File: config.mk
export PLATFORM = sky130hd
export DESIGN_NAME = rs_block_encoder_flat
export DESIGN_NICKNAME = d
export VERILOG_FILES = /design/src/rtl/rs_pkg.sv /design/src/rtl/rs_block_encoder_if.sv /design/src/rtl/gf256_const_mul.sv /design/src/rtl/rs_block_encoder.sv /design/src/flat_wrapper.sv
export SDC_FILE = /design/constraint.sdc
export NUM_CORES = 1
export LEC_CHECK = 0
export CORE_ASPECT_RATIO = 1.4
export CORE_MARGIN = 2
export CORE_UTILIZATION = 60
export DETAILED_ROUTE_END_ITERATION = 12
export PLACE_DENSITY_LB_ADDON = 0.12
export SETUP_SLACK_MARGIN = 0.1
export SLEW_MARGIN = 20
export SYNTH_ARGS = -nofsm -noshare
export SYNTH_HDL_FRONTEND = slang
export SYNTH_SLANG_ARGS = --single-unit
File: constraint.sdc
create_clock -name i_clk -period 8.86 [get_ports i_clk]
set_input_delay 0.886 -clock i_clk [delete_from_list [all_inputs] [get_ports i_clk]]
set_output_delay 0.886 -clock i_clk [all_outputs]
set_load 0.005 [all_outputs]
File: src/rtl/rs_pkg.sv
// ---------------------------------------------------------------------------
// rs_pkg
// Shared definitions for the RS(255,239) block encoder over GF(2^8):
//   - code geometry (RS_N, RS_K, PAR_N = 2T) and counter width
//   - field polynomial and a GF(2^8) multiply helper
//   - generator coefficients g_0..g_{2T-1}, roots alpha^0..alpha^{2T-1}
//   - FSM state encoding
// ---------------------------------------------------------------------------
package rs_pkg;

    localparam int RS_N  = 255;
    localparam int RS_K  = 239;
    localparam int PAR_N = RS_N - RS_K;  // 2T parity symbols
    localparam int CNT_W = 10;

    localparam logic [8:0] GF_POLY = 9'h11D;

    typedef enum logic [1:0] {
        ST_IDLE,
        ST_DATA,
        ST_PARITY,
        ST_PAD
    } enc_state_e;

    typedef logic [PAR_N-1:0][7:0] coef_vec_t;

    // Shift-and-add multiply, reducing by GF_POLY whenever x overflows.
    function automatic logic [7:0] gf_mul(input logic [7:0] a, input logic [7:0] b);
        logic [7:0] acc;
        logic [7:0] x;
        acc = 8'h00;
        x   = a;
        for (int i = 0; i < 8; i++) begin
            if (b[i]) acc = acc ^ x;
            x = x[7] ? ({x[6:0], 1'b0} ^ GF_POLY[7:0]) : {x[6:0], 1'b0};
        end
        return acc;
    endfunction

    // Expands prod (x + alpha^i) one root at a time; g[PAR_N] stays 1 (monic).
    function automatic coef_vec_t gen_g_coef();
        logic [PAR_N:0][7:0] g;
        logic [7:0]          root;
        coef_vec_t           res;
        g    = '0;
        g[0] = 8'h01;
        root = 8'h01;
        for (int i = 0; i < PAR_N; i++) begin
            for (int k = PAR_N; k >= 1; k--) begin
                g[k] = g[k-1] ^ gf_mul(g[k], root);
            end
            g[0] = gf_mul(g[0], root);
            root = gf_mul(root, 8'h02);
        end
        for (int j = 0; j < PAR_N; j++) res[j] = g[j];
        return res;
    endfunction

    localparam coef_vec_t G_COEF = gen_g_coef();

endpackage

File: src/rtl/rs_block_encoder_if.sv
// ---------------------------------------------------------------------------
// rs_block_encoder_if
// Symbol stream into and out of the RS encoder.
//   i_sof, i_data, i_rs_data_symbol, i_rs_check_symbol : framer -> encoder
//   o_sof, o_data, o_rs_data_symbol, o_rs_check_symbol : encoder -> serializer
//   o_blk_err                                          : protocol error pulse
// master: the side driving the input stream; slave: the encoder.
// ---------------------------------------------------------------------------
interface rs_block_encoder_if;
    logic       i_sof;
    logic [7:0] i_data;
    logic       i_rs_data_symbol;
    logic       i_rs_check_symbol;
    logic       o_sof;
    logic [7:0] o_data;
    logic       o_rs_data_symbol;
    logic       o_rs_check_symbol;
    logic       o_blk_err;

    modport master (
        output i_sof, i_data, i_rs_data_symbol, i_rs_check_symbol,
        input  o_sof, o_data, o_rs_data_symbol, o_rs_check_symbol, o_blk_err
    );

    modport slave (
        input  i_sof, i_data, i_rs_data_symbol, i_rs_check_symbol,
        output o_sof, o_data, o_rs_data_symbol, o_rs_check_symbol, o_blk_err
    );
endinterface

File: src/rtl/gf256_const_mul.sv
// ---------------------------------------------------------------------------
// gf256_const_mul
// Combinational GF(2^8) multiply of a_i by the constant COEF; with a constant
// operand this reduces to a small XOR network.
//   a_i : 8-bit operand
//   y_o : a_i * COEF in GF(2^8) / GF_POLY
// ---------------------------------------------------------------------------
module gf256_const_mul
    import rs_pkg::*;
#(
    parameter logic [7:0] COEF = 8'h01
) (
    input  logic [7:0] a_i,
    output logic [7:0] y_o
);
    assign y_o = gf_mul(a_i, COEF);
endmodule

File: src/rtl/rs_block_encoder.sv
// ---------------------------------------------------------------------------
// rs_block_encoder
// Systematic RS(255,239) encoder. Data symbols pass through and feed the
// parity LFSR; in the check-symbol window the 2T parity bytes are shifted
// out, then zero pad bytes for any excess check slots. All outputs are
// registered one cycle after their inputs.
//   i_clk : clock
//   i_rst : asynchronous reset, active high
//   bus   : stream interface (slave), including the o_blk_err pulse
// ---------------------------------------------------------------------------
module rs_block_encoder
    import rs_pkg::*;
(
    input  logic              i_clk,
    input  logic              i_rst,
    rs_block_encoder_if.slave bus
);
    enc_state_e            state_q, state_d;
    logic [PAR_N-1:0][7:0] p_q, p_d;
    logic [CNT_W-1:0]      data_cnt_q, data_cnt_d;
    logic [CNT_W-1:0]      check_cnt_q, check_cnt_d;
    logic [CNT_W-1:0]      chk_pos;
    logic                  pending_q, pending_d;  // parity computed but not fully emitted
    logic [7:0]            data_q, data_d;
    logic                  err_q, err_d;
    logic                  sof_q, dsym_q, csym_q;

    logic       data_in, chk_in, blk_start, sof_abort;
    logic [7:0] fb;
    logic [7:0] fb_mul [PAR_N];

    // A data strobe always wins over a simultaneous check strobe.
    assign data_in   = bus.i_rs_data_symbol;
    assign chk_in    = bus.i_rs_check_symbol & ~data_in;
    assign blk_start = data_in & (bus.i_sof | (state_q != ST_DATA));
    assign sof_abort = bus.i_sof & ~data_in;

    // At block start the old parity is ignored, i.e. treated as zero.
    assign fb      = bus.i_data ^ (blk_start ? 8'h00 : p_q[PAR_N-1]);
    assign chk_pos = (state_q == ST_DATA) ? '0 : check_cnt_q;

    for (genvar j = 0; j < PAR_N; j++) begin : g_mul
        gf256_const_mul #(.COEF(G_COEF[j])) u_mul (
            .a_i (fb),
            .y_o (fb_mul[j])
        );
    end

    always_comb begin
        // NOTE: every signal gets a default first so no path can infer a latch.
        state_d     = state_q;
        p_d         = p_q;
        data_cnt_d  = data_cnt_q;
        check_cnt_d = check_cnt_q;
        pending_d   = pending_q;
        data_d      = 8'h00;
        err_d       = 1'b0;

        if (data_in) begin
            state_d   = ST_DATA;
            data_d    = bus.i_data;
            pending_d = 1'b1;
            p_d[0]    = fb_mul[0];
            for (int j = 1; j < PAR_N; j++) begin
                p_d[j] = (blk_start ? 8'h00 : p_q[j-1]) ^ fb_mul[j];
            end
            if (blk_start)                data_cnt_d = CNT_W'(1);
            else if (data_cnt_q != '1)    data_cnt_d = data_cnt_q + CNT_W'(1);
            err_d = bus.i_rs_check_symbol | (blk_start & pending_q);
        end else if (sof_abort) begin
            // New frame while outside a data run: drop any leftover parity.
            p_d       = '0;
            pending_d = 1'b0;
            err_d     = pending_q;
            state_d   = chk_in ? ST_PAD : ST_IDLE;
        end else if (chk_in) begin
            unique case (state_q)
                ST_DATA, ST_PARITY: begin
                    data_d      = p_q[PAR_N-1];
                    p_d         = {p_q[PAR_N-2:0], 8'h00};
                    check_cnt_d = chk_pos + CNT_W'(1);
                    if (chk_pos == CNT_W'(PAR_N-1)) begin
                        state_d   = ST_PAD;
                        pending_d = 1'b0;
                    end else begin
                        state_d = ST_PARITY;
                    end
                    err_d = (state_q == ST_DATA) && (data_cnt_q != CNT_W'(RS_K));
                end
                default: begin
                    // Excess check slots, or a check window with no data run.
                    state_d = ST_PAD;
                    if (check_cnt_q != '1) check_cnt_d = check_cnt_q + CNT_W'(1);
                end
            endcase
        end else begin
            state_d = ST_IDLE;
        end
    end

    always_ff @(posedge i_clk or posedge i_rst) begin
        if (i_rst) begin
            state_q     <= ST_IDLE;
            // NOTE: the parity array is reset like any other register so a
            // partial codeword can never be emitted after reset release.
            p_q         <= '0;
            data_cnt_q  <= '0;
            check_cnt_q <= '0;
            pending_q   <= 1'b0;
            data_q      <= 8'h00;
            err_q       <= 1'b0;
            sof_q       <= 1'b0;
            dsym_q      <= 1'b0;
            csym_q      <= 1'b0;
        end else begin
            // NOTE: non-blocking assignments so every register samples
            // pre-edge values, independent of statement order.
            state_q     <= state_d;
            p_q         <= p_d;
            data_cnt_q  <= data_cnt_d;
            check_cnt_q <= check_cnt_d;
            pending_q   <= pending_d;
            data_q      <= data_d;
            err_q       <= err_d;
            sof_q       <= bus.i_sof;
            dsym_q      <= bus.i_rs_data_symbol;
            csym_q      <= bus.i_rs_check_symbol;
        end
    end

    assign bus.o_sof             = sof_q;
    assign bus.o_data            = data_q;
    assign bus.o_rs_data_symbol  = dsym_q;
    assign bus.o_rs_check_symbol = csym_q;
    assign bus.o_blk_err         = err_q;

endmodule

File: src/flat_wrapper.sv
// flat-port wrapper written by rule: the top's interface ports become plain ports
module rs_block_encoder_flat import rs_pkg::*;
  (i_clk, i_rst, bus_i_sof, bus_i_data, bus_i_rs_data_symbol, bus_i_rs_check_symbol, bus_o_sof, bus_o_data, bus_o_rs_data_symbol, bus_o_rs_check_symbol, bus_o_blk_err);
  rs_block_encoder_if bus_i ();
  input  logic i_clk;
  input  logic i_rst;
  input wire logic [$bits(bus_i.i_sof)-1:0] bus_i_sof;
  input wire logic [$bits(bus_i.i_data)-1:0] bus_i_data;
  input wire logic [$bits(bus_i.i_rs_data_symbol)-1:0] bus_i_rs_data_symbol;
  input wire logic [$bits(bus_i.i_rs_check_symbol)-1:0] bus_i_rs_check_symbol;
  output wire logic [$bits(bus_i.o_sof)-1:0] bus_o_sof;
  output wire logic [$bits(bus_i.o_data)-1:0] bus_o_data;
  output wire logic [$bits(bus_i.o_rs_data_symbol)-1:0] bus_o_rs_data_symbol;
  output wire logic [$bits(bus_i.o_rs_check_symbol)-1:0] bus_o_rs_check_symbol;
  output wire logic [$bits(bus_i.o_blk_err)-1:0] bus_o_blk_err;
  assign bus_i.i_sof = bus_i_sof;
  assign bus_i.i_data = bus_i_data;
  assign bus_i.i_rs_data_symbol = bus_i_rs_data_symbol;
  assign bus_i.i_rs_check_symbol = bus_i_rs_check_symbol;
  assign bus_o_sof = bus_i.o_sof;
  assign bus_o_data = bus_i.o_data;
  assign bus_o_rs_data_symbol = bus_i.o_rs_data_symbol;
  assign bus_o_rs_check_symbol = bus_i.o_rs_check_symbol;
  assign bus_o_blk_err = bus_i.o_blk_err;
  rs_block_encoder u_core (.i_clk(i_clk), .i_rst(i_rst), .bus(bus_i));
endmodule
# --- After elaboration in Yosys (flattened, before gate mapping) ---
# Index checks and enable logic that the tools add are counted.
word_totals:
  out_inout_bits: 12
  register_bits: 163
  word_cells: 159
  inputBits: 13
op_classes:
  bitwise_logic: 62
  eq_ne: 7
  n_addsub: 3
  reduce_logical: 11
  mux: 51
ops:
  columns: ["operator", "n"]
  rows:
  - ["$mux 128", 4]
  - ["$xor 8x8->8", 47]
  - ["$mux 8", 20]
  - ["$mux 10", 5]
  - ["$mux 5", 7]
  - ["$add 10x1->10 const B", 3]
  - ["$not 4->4", 7]
  - ["$ne 10x10->1 const B", 2]
  - ["$mux 1", 11]
  - ["$eq 10x4->1 const B", 1]
  - ["$ne 10x8->1 const B", 1]
  - ["$reduce_bool 3->1", 3]
  - ["$mux 2", 4]
  - ["$and 1x1->1", 4]
  - ["$reduce_and 2->1", 2]
  - ["$reduce_and 4->1", 1]
  - ["$reduce_bool 2->1", 2]
  - ["$reduce_and 3->1", 1]
  - ["$eq 2x1->1 const B", 1]
  - ["$eq 2x2->1 const B", 1]
  - ["$ne 2x1->1 const B", 1]
  - ["$not 1->1", 2]
  - ["$or 1x1->1", 2]
  - ["$reduce_or 2->1", 1]
  - ["$logic_and 1x1->1", 1]

# --- Logic depth before layout (Yosys ltp) ---
depth:
  ltp_word: 22
  mapped_depth: 13
  depth_no_buf: 9

# --- By module ---
# Synthesis repeated with hierarchy kept, for this count alone.
unflattened:
  cells_unflattened: 1327
  area_unflattened_um2: 12812.3
modules_own_cells:
  columns: ["module", "cells_per_inst", "instances", "seq_area_each_um2", "area_each_um2"]
  rows:
  - ["rs_block_encoder", 1083, 1, 4078.9, 9889.5]
  - ["gf256_const_mul at u_core.g_mul[0].u_mul ...", 17, 2, 0.0, 192.7]
  - ["gf256_const_mul at u_core.g_mul[4].u_mul", 17, 1, 0.0, 321.6]
  - ["gf256_const_mul at u_core.g_mul[9].u_mul", 15, 1, 0.0, 241.5]
  - ["gf256_const_mul at u_core.g_mul[12].u_mul", 16, 1, 0.0, 219.0]
  - ["gf256_const_mul at u_core.g_mul[7].u_mul", 16, 1, 0.0, 202.7]
  - ["gf256_const_mul at u_core.g_mul[10].u_mul", 17, 1, 0.0, 196.4]
  - ["gf256_const_mul at u_core.g_mul[1].u_mul", 14, 1, 0.0, 193.9]
  - ["gf256_const_mul at u_core.g_mul[3].u_mul", 15, 1, 0.0, 180.2]
  - ["gf256_const_mul at u_core.g_mul[14].u_mul", 16, 1, 0.0, 176.4]
  - ["gf256_const_mul at u_core.g_mul[13].u_mul", 18, 1, 0.0, 172.7]
  - ["gf256_const_mul at u_core.g_mul[5].u_mul", 15, 1, 0.0, 146.4]
  - ["gf256_const_mul at u_core.g_mul[11].u_mul", 14, 1, 0.0, 138.9]
  - ["gf256_const_mul at u_core.g_mul[2].u_mul", 12, 1, 0.0, 132.6]
  - ["2 more rows", null, null, null, null]

# --- Least setup slack after synthesis ---
# OpenSTA, ideal clock, no wires.
synth_timing:
  kind: "input -> register"
  startpoint: "input bus_i_sof"
  endpoint: "register u_core.p_q[76] in the netlist's numbering"
  path_slack_ns: 5.802
  cell_stages: 9
  required_ns: 8.777
  arrival_ns: 2.974
  setup_ns: 0.083
  path_buffers: 2
  path_cell_list: "buf_6 -> nand2b_4 -> buf_6 -> a211oi_4 -> nor2_8 -> xnor3_2 -> xnor2_2 -> xnor3_1 -> o22ai_1"
synth_via:
  elab_chain_cells: 14
  elab_cells_between_ends: 23
  cone_classes: "mux (8); bitwise (12); reduce/logical (3)"
synth_rtl:
  columns: ["element", "line_no", "source"]
  rows:
  - ["from (decl)", "flat_wrapper.sv:7", "input wire logic [$bits(bus_i.i_sof)-1:0] bus_i_sof;"]
  - ["$or 1x1->1", "rs_block_encoder.sv:35", "assign blk_start = data_in & (bus.i_sof | (state_q != ST_DATA));"]
  - ["$and 1x1->1", "rs_block_encoder.sv:35", null]
  - ["$mux 8", "rs_block_encoder.sv:39", "assign fb = bus.i_data ^ (blk_start ? 8'h00 : p_q[PAR_N-1]);"]
  - ["$xor 8x8->8", "rs_block_encoder.sv:39", null]
  - ["$not 4->4 (no source line) or $mux 5 (tied branches)", null, null]
  - ["$mux 5 or $not 4->4 (tied branches)", null, null]
  - ["$not 4->4 (no source line) or $mux 5 (tied branches)", null, null]
  - ["$mux 5 or $not 4->4 (tied branches)", null, null]
  - ["$not 4->4 (no source line) or $mux 5 (tied branches)", null, null]
  - ["$mux 5 or $not 4->4 (tied branches)", null, null]
  - ["$xor 8x8->8 or $mux 5 (tied branches)", "rs_pkg.sv:34, rs_pkg.sv:35", null]
  - ["$xor 8x8->8", "rs_pkg.sv:34", "if (b[i]) acc = acc ^ x;"]
  - ["$xor 8x8->8", "rs_block_encoder.sv:65", "p_d[j] = (blk_start ? 8'h00 : p_q[j-1]) ^ fb_mul[j];"]
  - ["$mux 128", "rs_block_encoder.sv:59", "if (data_in) begin"]
  - ["to (signal assigned)", "rs_block_encoder.sv:119", "p_q <= p_d;"]
  - ["to (decl)", "rs_block_encoder.sv:19", "logic [PAR_N-1:0][7:0] p_q, p_d;"]
# Several ways; a longest one is shown, not always the timed one.
# A chain may end at the register's enable or synchronous reset.

# --- Worst setup path in the final report ---
layout_timing:
  startpoint: "input bus_i_sof"
  endpoint: "register u_core.p_q[21] in the netlist's numbering"
# The elaborated chain is that of the path after synthesis.

==> metrics.txt <==
worst hold-check slack 0.497 ns; relative slew slack 0.329; via-per-instance ratio approximately 6.6; clock skew 0.0104 ns; post-route setup TNS 0 ns; synthesized instance count 1242; initial antenna violation count 0; total I/O pin count 25; Nets approximately 1200; Clock Sinks 163; Async S/R FF share, synth 1.00; Num CTS Buffers 17; H-tree depth 4; GRT Util Overall 0.361; post-synthesis share of cell area spent on full adders, half adders and majority gates 0.00442; height of the chip about 170 um; Tcrit/Tclk final 0.507; dominant synthesized flop cell dfrtp_1; Mapped Area 11300 um^2; largest net degree at the start of global routing 104; RSZ-0062 raised after global routing no; Synth Area in Compound Gates 0.218; critical path required time 9.20 ns; Worst-Margin Slew 1.00 ns; critical setup path kind primary input to flip-flop; clock-pin slew on the worst setup and hold paths 0.07 ns; simple-gate share of the synthesized area 0.147; max-cap viol count 0; fraction of layout cells with a size suffix above 1 0.0867; minimum clock period after layout between 4 and 5 ns; Final Util 0.658; insertion delay to the later sink of the worst-skew pair ~0.44 ns; DRT Pass-1 Iters 5; n_diodes 0; initial drt markers 1232; remaining antenna violation count 0; worst min path class flip-flop to flip-flop; via count 9663; area grow syn2layout 7.60%; DP HPWL 22900 um; critical path cell sequence clkdlybuf4s50_1, nor2b_4, buf_4, o22ai_1, nor2_2, xnor2_4, xnor2_1, xor3_1, o22ai_1; YS warnings 0; slowest stage delay, CP about 0.78 ns; DRC viols 0; sequential fraction of the synthesis area 0.360; gpl congestion 0.920; Port Buffer Count 24; Final Total Pwr 4.66 mW; drt total wl roughly 35000 um; Critical Path End Type flip-flop; #FFs+latches synth 163; Critical Path Most Common Cell o22ai_1; CTS tree yes; post-synthesis cell type count 75; critical-path maximum fanout 41; Peak Freq 0.223 GHz; Post-synth EDFFs 0; Post-Place Cell Area 11600 um^2; Synth Net Count 1259; CP arrival 4.83 ns; Final Max Tran Viols 0; slowest CP cell nor2_2; initial core utilization 0.612; multiplexer area fraction after synthesis 0.0482; Final Hold Vio Count 0; FP Rows 59; synthesized area per cell 9.13 um^2; post-synthesis xor/xnor area fraction 0.174; Setup Viol. Count Final 0; # resized after CTS 0; crit start category primary input; leakage 5.13 nW; Die W 120 um; main combinational cell family by area after synthesis compound AO/OA/AOI/OAI gates; vias in the first global route 9357; hold_buf cts 0; Core Box Area 18500 um^2; first-pass GRT wire length 54800 um; pwr dens 382 nW/um^2; Max clock buf depth 2; DR WL/cell ~24 um; status complete, no violations; Max VDD drop 0.000194 V; fin area 12200 um^2; postcts setup bufs 0; clock root buffer master clkbuf_16; full die area 20000 um^2; GRT overflow 0
==> final timing paths <==
check	slack, ns	start	cells after the start	end
max in group asynchronous	6.47	i_rst	3	u_core.p_q[39]
max reg2reg	4.68	u_core.state_q[1]	10	u_core.p_q[21]
min reg2reg	0.50	u_core.p_q[58]	2	u_core.p_q[58]
max	4.37	bus_i_sof	9	u_core.p_q[21]
min	0.50	u_core.p_q[58]	2	u_core.p_q[58]
min in group asynchronous	1.02	i_rst	2	u_core.bus.o_data[4]
==> power by group <==
group,internal [mW],switching (mW),total [mW]
clock network,0.423,0.323,0.746
logic,1.22,1.35,2.58
registers,1.04,0.302,1.34
total,2.68,1.98,4.66
==> cells in the mapped netlist (all sizes together) (3+ instances only) <==
master	n	area, um^2
a211o	5	43.8
a211oi	25	260
a21oi	95	475
a221oi	8	70.1
a22o	4	35.0
a22oi	3	22.5
a2bb2oi	8	70.1
a31oi	16	100
a32oi	15	131
and2	11	68.8
and3	10	62.6
buf	34	199
clkbuf	59	221
dfrtp	163	4080
ha	4	50.1
inv	33	124
mux2	5	56.3
mux2i	49	490
nand2	185	697
nand2b	10	70.1
nand3	17	85.1
nand3b	3	22.5
nand4	9	56.3
nor2	88	398
nor2b	9	63.8
nor3	5	25.0
nor3b	3	22.5
o211a	4	40.0
o211ai	18	135
o21ai	83	415
o22ai	54	378
o2bb2ai	6	52.6
o31ai	8	60.1
o32a	4	40.0
or2	7	43.8
or3	3	18.8
xnor2	99	1010
xnor3	29	657
xor2	29	254
==> flip-flops by register name, indices dropped and copies added (netlist names) <==
name                          flops
u_core.bus.o_rs_check_symbol      1
u_core.bus.o_blk_err              1
u_core.bus.o_rs_data_symbol       1
u_core.data_cnt_q                10
u_core.pending_q                  1
u_core.state_q                    2
u_core.check_cnt_q               10
u_core.bus.o_data                 8
u_core.p_q                      128
u_core.bus.o_sof                  1
==> kinds of logic (layout without fill, tap and decap cells) <==
family                     Yosys count  after routing
AOI/OAI and AO/OA                  372            372
and+or+nand+nor                    364            364
buffers and inverters              126            106
xor gates and xnor gates           159            159
muxes                               54             54
DFF                                163            163
adders and majority gates            4              4
==> area by class of cell <==
class / count / area (um^2)
fillers: 1559 / 6330
repair buffers: 43 / 380
inverters: 33 / 129
clock inverters: 10 / 124
clock buffers: 20 / 447
well taps: 244 / 305
multi-input cells: 953 / 6730
flip-flops and latches: 163 / 4080
==> stage by stage <==
stage / setup WS [ns] / cells
6_report: 4.37 / 1466
3_5_place_dp: 3.99 / 1436
5_1_grt: 4.17 / 1466
2_1_floorplan: 3.57 / 1242
4_1_cts: 4.43 / 1466
3_3_place_gp: 4.11 / 1436
==> per-layer routing <==
| metal | part of all wire | GRT usage |
|---|---|---|
| met5 | 0 | 0 |
| met2 | 0.47 | 0.565 |
| met4 | 0.065 | 0.223 |
| met1 | 0.38 | 0.462 |
| met3 | 0.078 | 0.0675 |
==> placed cells by master, fill, tap and decap left out, types with 9 or more instances in the layout <==
master / instances
clkbuf_16: 17
and3_1: 10
nand4_1: 9
mux2i_1: 49
o21ai_0: 79
a211oi_1: 15
o22ai_1: 50
xnor3_1: 26
nand3_1: 17
xor2_1: 29
xnor2_1: 87
nand2_1: 183
buf_4: 20
a31oi_1: 16
a32oi_1: 15
inv_1: 31
nor2_1: 79
dfrtp_1: 163
a21oi_1: 95
clkdlybuf4s50_1: 23
o211ai_1: 18
and2_1: 11
==> worst max-delay path, delay by kind of cell <==
family	cells	cell delay [ns]
and+or+nand+nor	2	1.27
xor gates and xnor gates	3	1.22
buffers and inverters	2	0.98
AOI/OAI and AO/OA	2	0.42
No activity file was read; power rests on OpenSTA's default activity.
